<file path="config.mk">
export PLATFORM = sky130hd
export DESIGN_NAME = ram_arbiter
export DESIGN_NICKNAME = d
export VERILOG_FILES = /design/src/rtl/ram_arb_pkg.sv /design/src/rtl/ram_arb_rr.sv /design/src/rtl/ram_arbiter.sv
export SDC_FILE = /design/constraint.sdc
export NUM_CORES = 1
export LEC_CHECK = 0
export ABC_AREA = 1
export CORE_AREA = 3 3 105 107
export CTS_CLUSTER_DIAMETER = 60
export CTS_CLUSTER_SIZE = 25
export DETAILED_ROUTE_END_ITERATION = 8
export DIE_AREA = 0 0 108 110
export DONT_BUFFER_PORTS = 1
export PLACE_DENSITY = 0.46
export SETUP_SLACK_MARGIN = 0.05
export SLEW_MARGIN = 15
export SYNTH_ARGS = -nofsm -noshare
export SYNTH_HDL_FRONTEND = slang
export SYNTH_SLANG_ARGS = --single-unit
</file>
<file path="constraint.sdc">
create_clock -name clk -period 2.7 [get_ports clk]
set_input_delay 0.54 -clock clk [delete_from_list [all_inputs] [get_ports clk]]
set_output_delay 0.54 -clock clk [all_outputs]
set_load 0.05 [all_outputs]
</file>
<file path="src/rtl/ram_arb_pkg.sv">
// ram_arb_pkg: shared types and constants for the two-master RAM arbiter.
//   arb_state_e    : arbiter FSM state encoding
//   BURST_LEN_DEF  : default words per burst
//   GNT_*          : one-hot grant encodings (bit N = master N owns the RAM)
package ram_arb_pkg;

    typedef enum logic [1:0] {
        IDLE  = 2'd0,
        ISSUE = 2'd1,
        XFER  = 2'd2
    } arb_state_e;

    localparam int BURST_LEN_DEF = 8;

    localparam logic [1:0] GNT_NONE = 2'b00;
    localparam logic [1:0] GNT_M0   = 2'b01;
    localparam logic [1:0] GNT_M1   = 2'b10;

endpackage

</file>
<file path="src/rtl/ram_arb_rr.sv">
// ram_arb_rr: two-input grant picker.
//   req[1:0] : request levels (bit N = master N)
//   last     : owner of the previous burst (0 = m0, 1 = m1)
//   gnt[1:0] : one-hot pick, GNT_NONE when nothing is requested
// Build option RAM_ARB_FIXED_PRIO_EN: m0 wins every tie and last is ignored;
// otherwise a tie goes to the master that did not own the previous burst.
import ram_arb_pkg::*;

module ram_arb_rr (
    input  logic [1:0] req,
    input  logic       last,
    output logic [1:0] gnt
);

    always_comb begin
        gnt = GNT_NONE;
        case (req)
            2'b01: gnt = GNT_M0;
            2'b10: gnt = GNT_M1;
            2'b11: begin
`ifdef RAM_ARB_FIXED_PRIO_EN
                gnt = GNT_M0;
`else
                gnt = last ? GNT_M0 : GNT_M1;
`endif
            end
            default: gnt = GNT_NONE;
        endcase
    end

endmodule

</file>
<file path="src/rtl/ram_arbiter.sv">
// ram_arbiter: shares one burst-mode RAM controller port between m0
// (video/DMA) and m1 (CPU cache). One owner per burst: the owner's we/addr
// are latched in IDLE, a single-cycle ram_stb is issued, and BURST_LEN acks
// are counted before the RAM is released.
//   clk, rst_n          : clock, asynchronous active-low reset
//   mN_stb/we/addr/din  : master N request level, direction, start address,
//                         per-word write data
//   mN_dout, mN_ack     : broadcast read data, per-word ack (owner only)
//   ram_stb/we/addr     : RAM request pulse, direction, start address
//   ram_dout, ram_din   : write data to RAM, read data from RAM
//   ram_ack             : per-word RAM ack
//   grant, busy         : one-hot owner (00 idle), 1 in ISSUE/XFER
// Build option RAM_ARB_FIXED_PRIO_EN (see ram_arb_rr): m0 wins ties.
import ram_arb_pkg::*;

module ram_arbiter #(
    parameter int ADDR_W    = 22,
    parameter int DATA_W    = 32,
    parameter int BURST_LEN = BURST_LEN_DEF
) (
    input  logic              clk,
    input  logic              rst_n,
    input  logic              m0_stb,
    input  logic              m0_we,
    input  logic [ADDR_W-1:0] m0_addr,
    input  logic [DATA_W-1:0] m0_din,
    output logic [DATA_W-1:0] m0_dout,
    output logic              m0_ack,
    input  logic              m1_stb,
    input  logic              m1_we,
    input  logic [ADDR_W-1:0] m1_addr,
    input  logic [DATA_W-1:0] m1_din,
    output logic [DATA_W-1:0] m1_dout,
    output logic              m1_ack,
    output logic              ram_stb,
    output logic              ram_we,
    output logic [ADDR_W-1:0] ram_addr,
    output logic [DATA_W-1:0] ram_dout,
    input  logic [DATA_W-1:0] ram_din,
    input  logic              ram_ack,
    output logic [1:0]        grant,
    output logic              busy
);

    localparam int              CNT_W    = $clog2(BURST_LEN);
    localparam logic [CNT_W-1:0] CNT_LAST = CNT_W'(BURST_LEN - 1);

    arb_state_e       state, nstate;
    logic [CNT_W-1:0] cnt;
    logic             last;
    logic [1:0]       pick;
    logic             xfer_ack;

    ram_arb_rr u_rr (
        .req  ({m1_stb, m0_stb}),
        .last (last),
        .gnt  (pick)
    );

    // Only acks seen during XFER belong to a burst; strays elsewhere are dropped.
    assign xfer_ack = ram_ack & (state == XFER);

    always_ff @(posedge clk or negedge rst_n) begin
        if (!rst_n) state <= IDLE;
        else        state <= nstate;
    end

    always_comb begin
        nstate = state;
        case (state)
            IDLE:    if (pick != GNT_NONE) nstate = ISSUE;
            ISSUE:   nstate = XFER;
            XFER:    if (ram_ack && cnt == CNT_LAST) nstate = IDLE;
            default: nstate = IDLE;
        endcase
    end

    always_ff @(posedge clk or negedge rst_n) begin
        if (!rst_n) begin
            grant    <= GNT_NONE;
            ram_we   <= 1'b0;
            ram_addr <= '0;
            cnt      <= '0;
            last     <= 1'b1;   // so m0 wins the first tie
        end else begin
            case (state)
                IDLE: if (pick != GNT_NONE) begin
                    grant    <= pick;
                    ram_we   <= pick[1] ? m1_we   : m0_we;
                    ram_addr <= pick[1] ? m1_addr : m0_addr;
                end
                ISSUE: cnt <= '0;
                XFER: if (ram_ack) begin
                    if (cnt == CNT_LAST) begin
                        last  <= grant[1];
                        grant <= GNT_NONE;
                        cnt   <= '0;
                    end else begin
                        cnt <= cnt + CNT_W'(1);
                    end
                end
                default: ;
            endcase
        end
    end

    assign ram_stb = (state == ISSUE);
    assign busy    = (state != IDLE);
    assign m0_ack  = xfer_ack & grant[0];
    assign m1_ack  = xfer_ack & grant[1];
    assign m0_dout = ram_din;
    assign m1_dout = ram_din;

    // Write data is steered straight through so the owner's word k lands
    // on the RAM in its k-th ack cycle.
    always_comb begin
        ram_dout = '0;
        if (grant[0])      ram_dout = m0_din;
        else if (grant[1]) ram_dout = m1_din;
    end

endmodule
</file>
==> impl.org, run 1 <==
** Timing
- Hold is met by slightly below 0.08 ns.
- Headroom to the max-slew limit came out at 60.28%.
- The number of slew-limit violations in the final report is 0.
- Shortest period the worst path allows :: approximately 2.3 ns
- In the finished design, the share of the clock period the worst path needs comes to between 80% and 90%.
- Setup repair after global routing left no endpoint under its margin.
- Slew @ Worst Pin :: roughly 0.6 ns
- Clock skew on the completed layout was measured at between 0.005 and 0.006 ns.
- Final-report setup violation count :: 0
- After routing, the total negative slack on setup checks comes to 0 ns.
- Number of endpoints with negative hold slack in the final report :: 0
- Highest clock frequency the design can meet :: around 440 MHz

** Clock tree
- Clock-pin slew of the registers on the worst-case setup and hold paths :: approximately 0.07 ns
- H-tree level count :: 2
- Longest Clk Path Bufs :: 2
- Source-to-sink clock delay at the later pin of the worst-skew pair :: 0.28 ns
- Number of sinks driven by the clock tree :: 31
- Once the clock tree was built, the resizer swapped 0 gates to a different size.
- Cts bufs inserted :: 5
- CTS tree :: built
- Clock root cell :: clkbuf_8

** Cells and area
- Cells with a size suffix above 1 make up 14.47% of the layout.
- In the final design database the tool counted 528 nets.
- Excluding fillers, the count of instances in the completed layout stands at around 520.
- The filler cells instantiated in the layout total between 1k and 1.5k.
- Relative to the synthesized area, the layout overhead comes to -0.9406%.
- Register cell area after layout :: roughly 780 µm²
- Summing all multi-input logic gate instances after layout gives 0.001087 mm².
- Leading cell types in the layout, fill and taps excluded :: 145 x nand2_1, 87 x nand3_1, 54 x inv_1, 39 x buf_4, 30 x dfrtp_1
- The library cell used most frequently in the layout, excluding fill and tap cells, is nand2_1.
- Cells fill between 20% and 30% of the core in the end.
- The repair_antennas step left the layout with diodes totalling 0.
- Post-route design area :: 0.002635 mm²

** Logic synthesis
- When the netlist entered floorplanning its net count stood at 566.
- Number of instances in the synthesized netlist :: 417
- Number of register bits inferred by synthesis :: 31
- Dividing the synthesized area by the synthesized cell count gives ~6.4 µm².
- Share of synthesized area occupied by flip-flops and latches :: approximately 30%
- Synthesized area :: 0.002660 mm²
- In this run, distinct cell masters in the synthesized netlist total 17.
- Yosys warning count :: 0

** Placed design
- Number of buffers inserted by port buffering :: 0
- The congestion estimate from routability-driven global placement came to 0.6916.
- HPWL after DPL :: between 7000 and 8000 µm
- Number of instances in the placed design :: slightly above 500
- Cell area after placement :: around 0.0025 mm²

** Global route
- Entering global routing, the biggest net connects 35 pins.
- Global routing used 14.75% of the available tracks.
- GR Overflow Total :: 0
- Wire length of the first global-routing pass :: approximately 13000 µm
- Antenna violations before repair :: 0
- Number of global-route vias before repair :: roughly 2.2k

** Critical path
- Worst Path Max Fanout :: 19
- CP startpoint kind :: flip-flop
- The worst setup path is of the reg -> out kind.
- Data on the critical path is required at its endpoint by 2.16 ns.
- STA classifies the critical path endpoint as an output port.
- At the worst endpoint, the arrival time is approximately 1.7 ns.

** Die
- The floorplan step set the die width to 108 µm.
- In this run the standard cell core region covers a little over 0.01 mm².
- Initial core utilization :: roughly 26%
- Row generation in the floorplan step produced 37 rows.
- The die covers approximately 0.012 mm².
- DIE HEIGHT :: 110 µm
- IO Pins :: 272

** Outcome
- The run finished with clean final reports.

** Routing
- The routed layout has roughly 2.4k vias.
- Using the TritonRoute via totals, the vias-per-cell ratio works out to 4.605.
- After detailed routing, the number of remaining DRC violations is 0.
- Once detail routing completed, the nets flagged for antenna violations numbered 0.
- Total routed wirelength :: about 9500 µm
- The detailed router finished its first iteration with ~150 violations.
- After detailed routing, the average wire length per cell comes to 18.37 µm.
- The first TritonRoute pass finished after 4 iterations.

** Power
- Leakage :: between 1.5 and 2 nW
- Largest voltage drop on the vdd net :: about 0.63 mV
- For this design the ratio of total power to cell area is around 1600 mW/mm².

** Job
- Max-cap violations in this run came to 0.

** Min path
- The path class of the tightest hold or removal check is in -> async.
[routing by layer]
layer / global-route usage, % / share of wire, %
met1: 16.03 / 36
met2: 24.51 / 47
met3: 8.969 / 16
met4: 3.607 / 1.1
met5: 0 / 0
[what timing repair did]
| item | in CTS | in global routing |
|---|---|---|
| setup endpoints to repair | 0 | 0 |
| hold buffers | 1 | 0 |
| hold endpoints to repair | 30 | 0 |
| setup buffers | 0 | 0 |
[worst max-delay path, stage by stage (launching register included)]
cell     delay [ns]
dfrtp_1        0.38
inv_1          0.42
buf_4          0.26
nand3_1        0.07
nand2_1        0.11
buf_4          0.20
[path summary, 6_finish.rpt]
path / start / end / slack [ns] / cells after the start
min in group clk: ram_ack / cnt[2] / 0.40 / 2
max in group asynchronous: rst_n / ram_addr[18] / 2.45 / 1
max: grant[0] / ram_dout[10] / 0.44 / 5
min reg2reg: last / last / 0.49 / 2
max reg2reg: last / ram_we / 0.91 / 6
min: rst_n / ram_addr[9] / 0.08 / 1
[cell usage after synthesis]
cell | n | share of area [%]
dfrtp_1 | 30 | 28
nor2_4 | 2 | 0.85
dfstp_2 | 1 | 0.99
clkbuf_1 | 8 | 1.1
buf_4 | 66 | 19
nand4_1 | 1 | 0.24
nor2_1 | 4 | 0.56
nand3_1 | 87 | 16
o21ai_1 | 1 | 0.19
nand2_1 | 145 | 20
o21ai_2 | 1 | 0.33
buf_6 | 2 | 0.85
inv_1 | 54 | 7.6
nor2_2 | 1 | 0.24
ha_1 | 2 | 0.94
buf_2 | 9 | 1.7
nand2_2 | 3 | 0.71
[stage by stage]
stage               setup WS, ns  power (mW)
floorplan                 0.3479       3.469
global placement          0.7985       3.853
detailed placement        0.7553       3.887
CTS                       0.4259       4.286
global route              0.2820       4.492
finish                    0.4380       4.208
[flip-flops by register name, indices dropped and copies added (netlist names)]
| register | count |
|---|---|
| ram_we | 1 |
| grant | 2 |
| cnt | 3 |
| last | 1 |
| state | 2 |
| ram_addr | 22 |
[cells by family after synthesis]
group,after synthesis,synth area share (%)
fa+ha+maj,2,0.9406
flops,31,29.21
simple gates,243,39.42
compound gates,2,0.5173
buf+inv,139,29.92
[layout make-up]
| type | instances | area share (%) |
|---|---|---|
| Multi-Input combinational cell | 247 | 41.26 |
| Sequential cell | 31 | 29.49 |
| Timing Repair Buffer | 40 | 11.87 |
| Inverter | 54 | 7.692 |
| Tap cell | 136 | 6.458 |
| Clock buffer | 6 | 2.754 |
| Clock inverter | 2 | 0.4748 |
[power by group]
part / leakage (nW) / switching, mW / internal (mW)
Combinational: 1.15 / 1.76 / 0.623
Sequential: 0.379 / 0.789 / 0.679
Clock: 0.0412 / 0.182 / 0.180
Total: 1.57 / 2.73 / 1.48
(Power assumes the default switching activity.)
==> inputs of run 2 (changes only) <==
Clock period 2.7 ns to 2.3 ns, I/O delays scaled along.
==> run 2 against run 1 <==
  * Sequential power up 17%
  * Utilization is 0.84 points higher
  * Register-to-register slack lost 0.23 ns
  * Via count grew 0.80%
  * Total power increased by 20%
  * Non-clock buffer count increased by 6
  * Largest cell class unchanged
  * Highest routed layer unchanged
==> impl.org, run 2 (synthesis results as in run 1) <==
** Die
- The number of top-level pins is 272 (unchanged).
- Overall die width :: 108 µm (unchanged)
- Overall die area :: 0.01188 mm² (unchanged)
- The number of cell rows was 37 (unchanged).
- The starting density of the core is 26.00% (unchanged).
- The placeable core area came to 0.01023 mm² (unchanged).
- DIE HEIGHT :: 110 µm (unchanged)

** Routing
- Total routed wirelength :: 9013 µm (-4.9%)
- 1st-iter DRT viols :: 125 (-14%)
- Routed len/inst :: 17.23 µm (-6.2%)
- The via count of the routed design was 2395 (+0.80%).
- Count of unresolved DRC violations after routing :: 0 (unchanged)
- The number of iterations in the first detailed-routing pass came to 4 (unchanged).
- Post-route antenna net violation count :: 0 (unchanged)
- The number of vias per cell after detailed routing came to 4.579 (-0.55%).

** Global route
- Largest net degree at the start of global routing :: 36 (+2.9%)
- The remaining global-route overflow was 0 (unchanged).
- The number of antenna violations at the first check in global routing came to 1 (+1).
- The total global-route track usage is 13.61% (-1.1 points).
- Number of global-route vias before repair :: 2154 (-2.4%)
- The wire length of the first global-routing pass was 12140 µm (-6.8%).

** Clock tree
- The number of setup buffers added after CTS was 0 (unchanged).
- Clock tree synthesis selected as its root buffer the cell clkbuf_8.
- The number of sinks driven by the clock tree was 31 (unchanged).
- The maximum count of clock buffers along a single path was 2 (unchanged).
- The H-tree depth reported by CTS was 2 (unchanged).
- Clock-pin slew of the registers on the worst-case setup and hold paths :: 0.07 ns (about the same)
- The quantity of hold-fixing buffers added after cts was 2 (+1).
- Cts bufs inserted :: 5 (unchanged)
- The latest clock arrival within the worst-skew pair is 0.28 ns (about the same).
- The post-cts resize count was 0 (unchanged).
- CTS tree :: built

** Critical path
- The endpoint required time on the critical path came to 1.84 ns (-0.32 ns).
- Worst EP arrival :: 1.64 ns (-0.08 ns)
- The worst setup path is launched from a flip-flop.
- Worst Path Max Fanout :: 34 (+15)
- Worst setup path class :: reg -> out
- The worst setup path is captured at an output port.

** Power
- The total power after layout was 5.062 mW (+20%).
- Combinational cell fraction of total power :: 56.4% (about the same)
- Net Sw Frac :: 63.43% (-1.4 points)
- The power density over cell area was 1860 mW/mm² (+16%).
- Largest voltage drop on the vdd net :: 0.6561 mV (+4.3%)
- Total internal power :: 1.852 mW (+25%)
- The total net switching power was 3.211 mW (+18%).
- The part of the total power dissipated in sequential elements came to 34.0% (-0.9 points).
- The leakage power total came to 1.607 nW (+2.6%).
- Clock share of power :: 9.6% (+1.0 points)

** Cells and area
- Nets :: 534 (+1.1%)
- Largest registers in the final layout :: ram_addr: 22 flops, cnt: 3 flops
- Layout overhead on the synthesized area :: 2.305%
- Flip-flop count of the largest register, all copies and words added :: 22 (unchanged)
- The fraction of the core area covered by cells at the end of the flow is 26.60% (+0.84 points).
- The library cells used most frequently in the layout, excluding fill and tap cells, are 145 x nand2_1, 87 x nand3_1, 54 x inv_1, 42 x buf_4, 30 x dfrtp_1.
- The library cell used most frequently in the layout, excluding fill and tap cells, is nand2_1.
- Post-route design area :: 0.002721 mm² (+3.3%)
- The fraction of layout cells with a size suffix above 1 is 15.80% (+1.3 points).
- The register with the most flip-flops in the final layout is ram_addr.

** Timing
- Highest clock frequency the design can meet :: ~480 MHz
- The count of endpoints failing setup in the final report is 0 (unchanged).
- Number of pins exceeding their max-slew limit in the final report :: 0 (unchanged)
- The number of hold violations in the final report was 0 (unchanged).
- Slew @ Worst Pin :: 0.5443 ns (-0.05012 ns)
- Setup repair after global routing left no endpoint under its margin.
- The remaining max-slew budget at the tightest pin came to 63.67% (+3.4 points).
- After layout, the worst path uses 91.15% of the clock period.
- Shortest period the worst path allows :: between 2 and 2.5 ns
- The tightest hold margin was 0.3194 ns (+0.2399 ns).
- Sum of negative setup slack :: 0 ns (unchanged)
- The largest clock skew in the final design came to 0.008228 ns (+0.002639 ns).

** Outcome
- Result of the run :: completed

** Placed design
- The placement-stage cell area was 0.002575 mm² (+1.8%).
- The detailed placement HPWL was 7112 µm (-5.6%).
- Number of buffers inserted by port buffering :: 0 (unchanged)
- RD Place Congestion :: 0.7081 (+2.4%)

** Job
- Max Cap Violations :: 0 (unchanged)

** Min path
- In this run the worst hold path is classified as in -> reg.
## run 2: final cells by class
| cell class | instances | area, µm² |
|---|---|---|
| tap | 136 | 170.2 |
| multi-input combinational | 247 | 1090 |
| inverter | 54 | 202.7 |
| clock inverter | 1 | 7.507 |
| antenna | 1 | 2.502 |
| sequential | 31 | 777.0 |
| clock buffer | 7 | 96.34 |
| fill | 1154 | 7510 |
| timing repair buffer | 46 | 375.4 |
## run 2: routing by layer
metal | routed length [µm] | vias up | track usage (%)
met5 | 0 | - | 0
met4 | 187 | 0 | 4.238
met2 | 4514 | 176 | 24.69
met3 | 954 | 11 | 4.543
li1 | - | 1147 | -
met1 | 3357 | 1061 | 15.06
## run 2: power groups by stage
stage	clock, mW	combinational, mW	sequential, mW
finish	0.485	2.86	1.72
global route	0.527	3.11	1.75
CTS	0.513	2.91	1.73
detailed placement	0	2.89	1.73
global placement	0	2.86	1.74
floorplan	0	2.35	1.73
## run 2: final timing paths
kind / from / end / slack, ns / depth (start not counted)
setup / recovery: grant[0] / ram_dout[31] / 0.20 / 4
hold / removal: ram_ack / cnt[1] / 0.32 / 2
setup reg to reg: state[1] / ram_addr[13] / 0.68 / 6
hold reg to reg: last / last / 0.49 / 2
max in group asynchronous: rst_n / ram_addr[2] / 1.49 / 2
min in group asynchronous: rst_n / last / 0.60 / 1
## run 2: critical path, cell delays in order (launching register included)
cell and delay [ns]:
dfrtp_1 0.35, buf_4 0.41, nand2_1 0.23, nand2_1 0.14, buf_4 0.20
## run 2: per-stage QoR
stage               std cells  setup WS [ns]
floorplan                 417         0.2392
CTS                       521         0.1170
detailed placement        511         0.4434
finish                    523         0.2036
global placement          511         0.4673
global route              523        0.05740
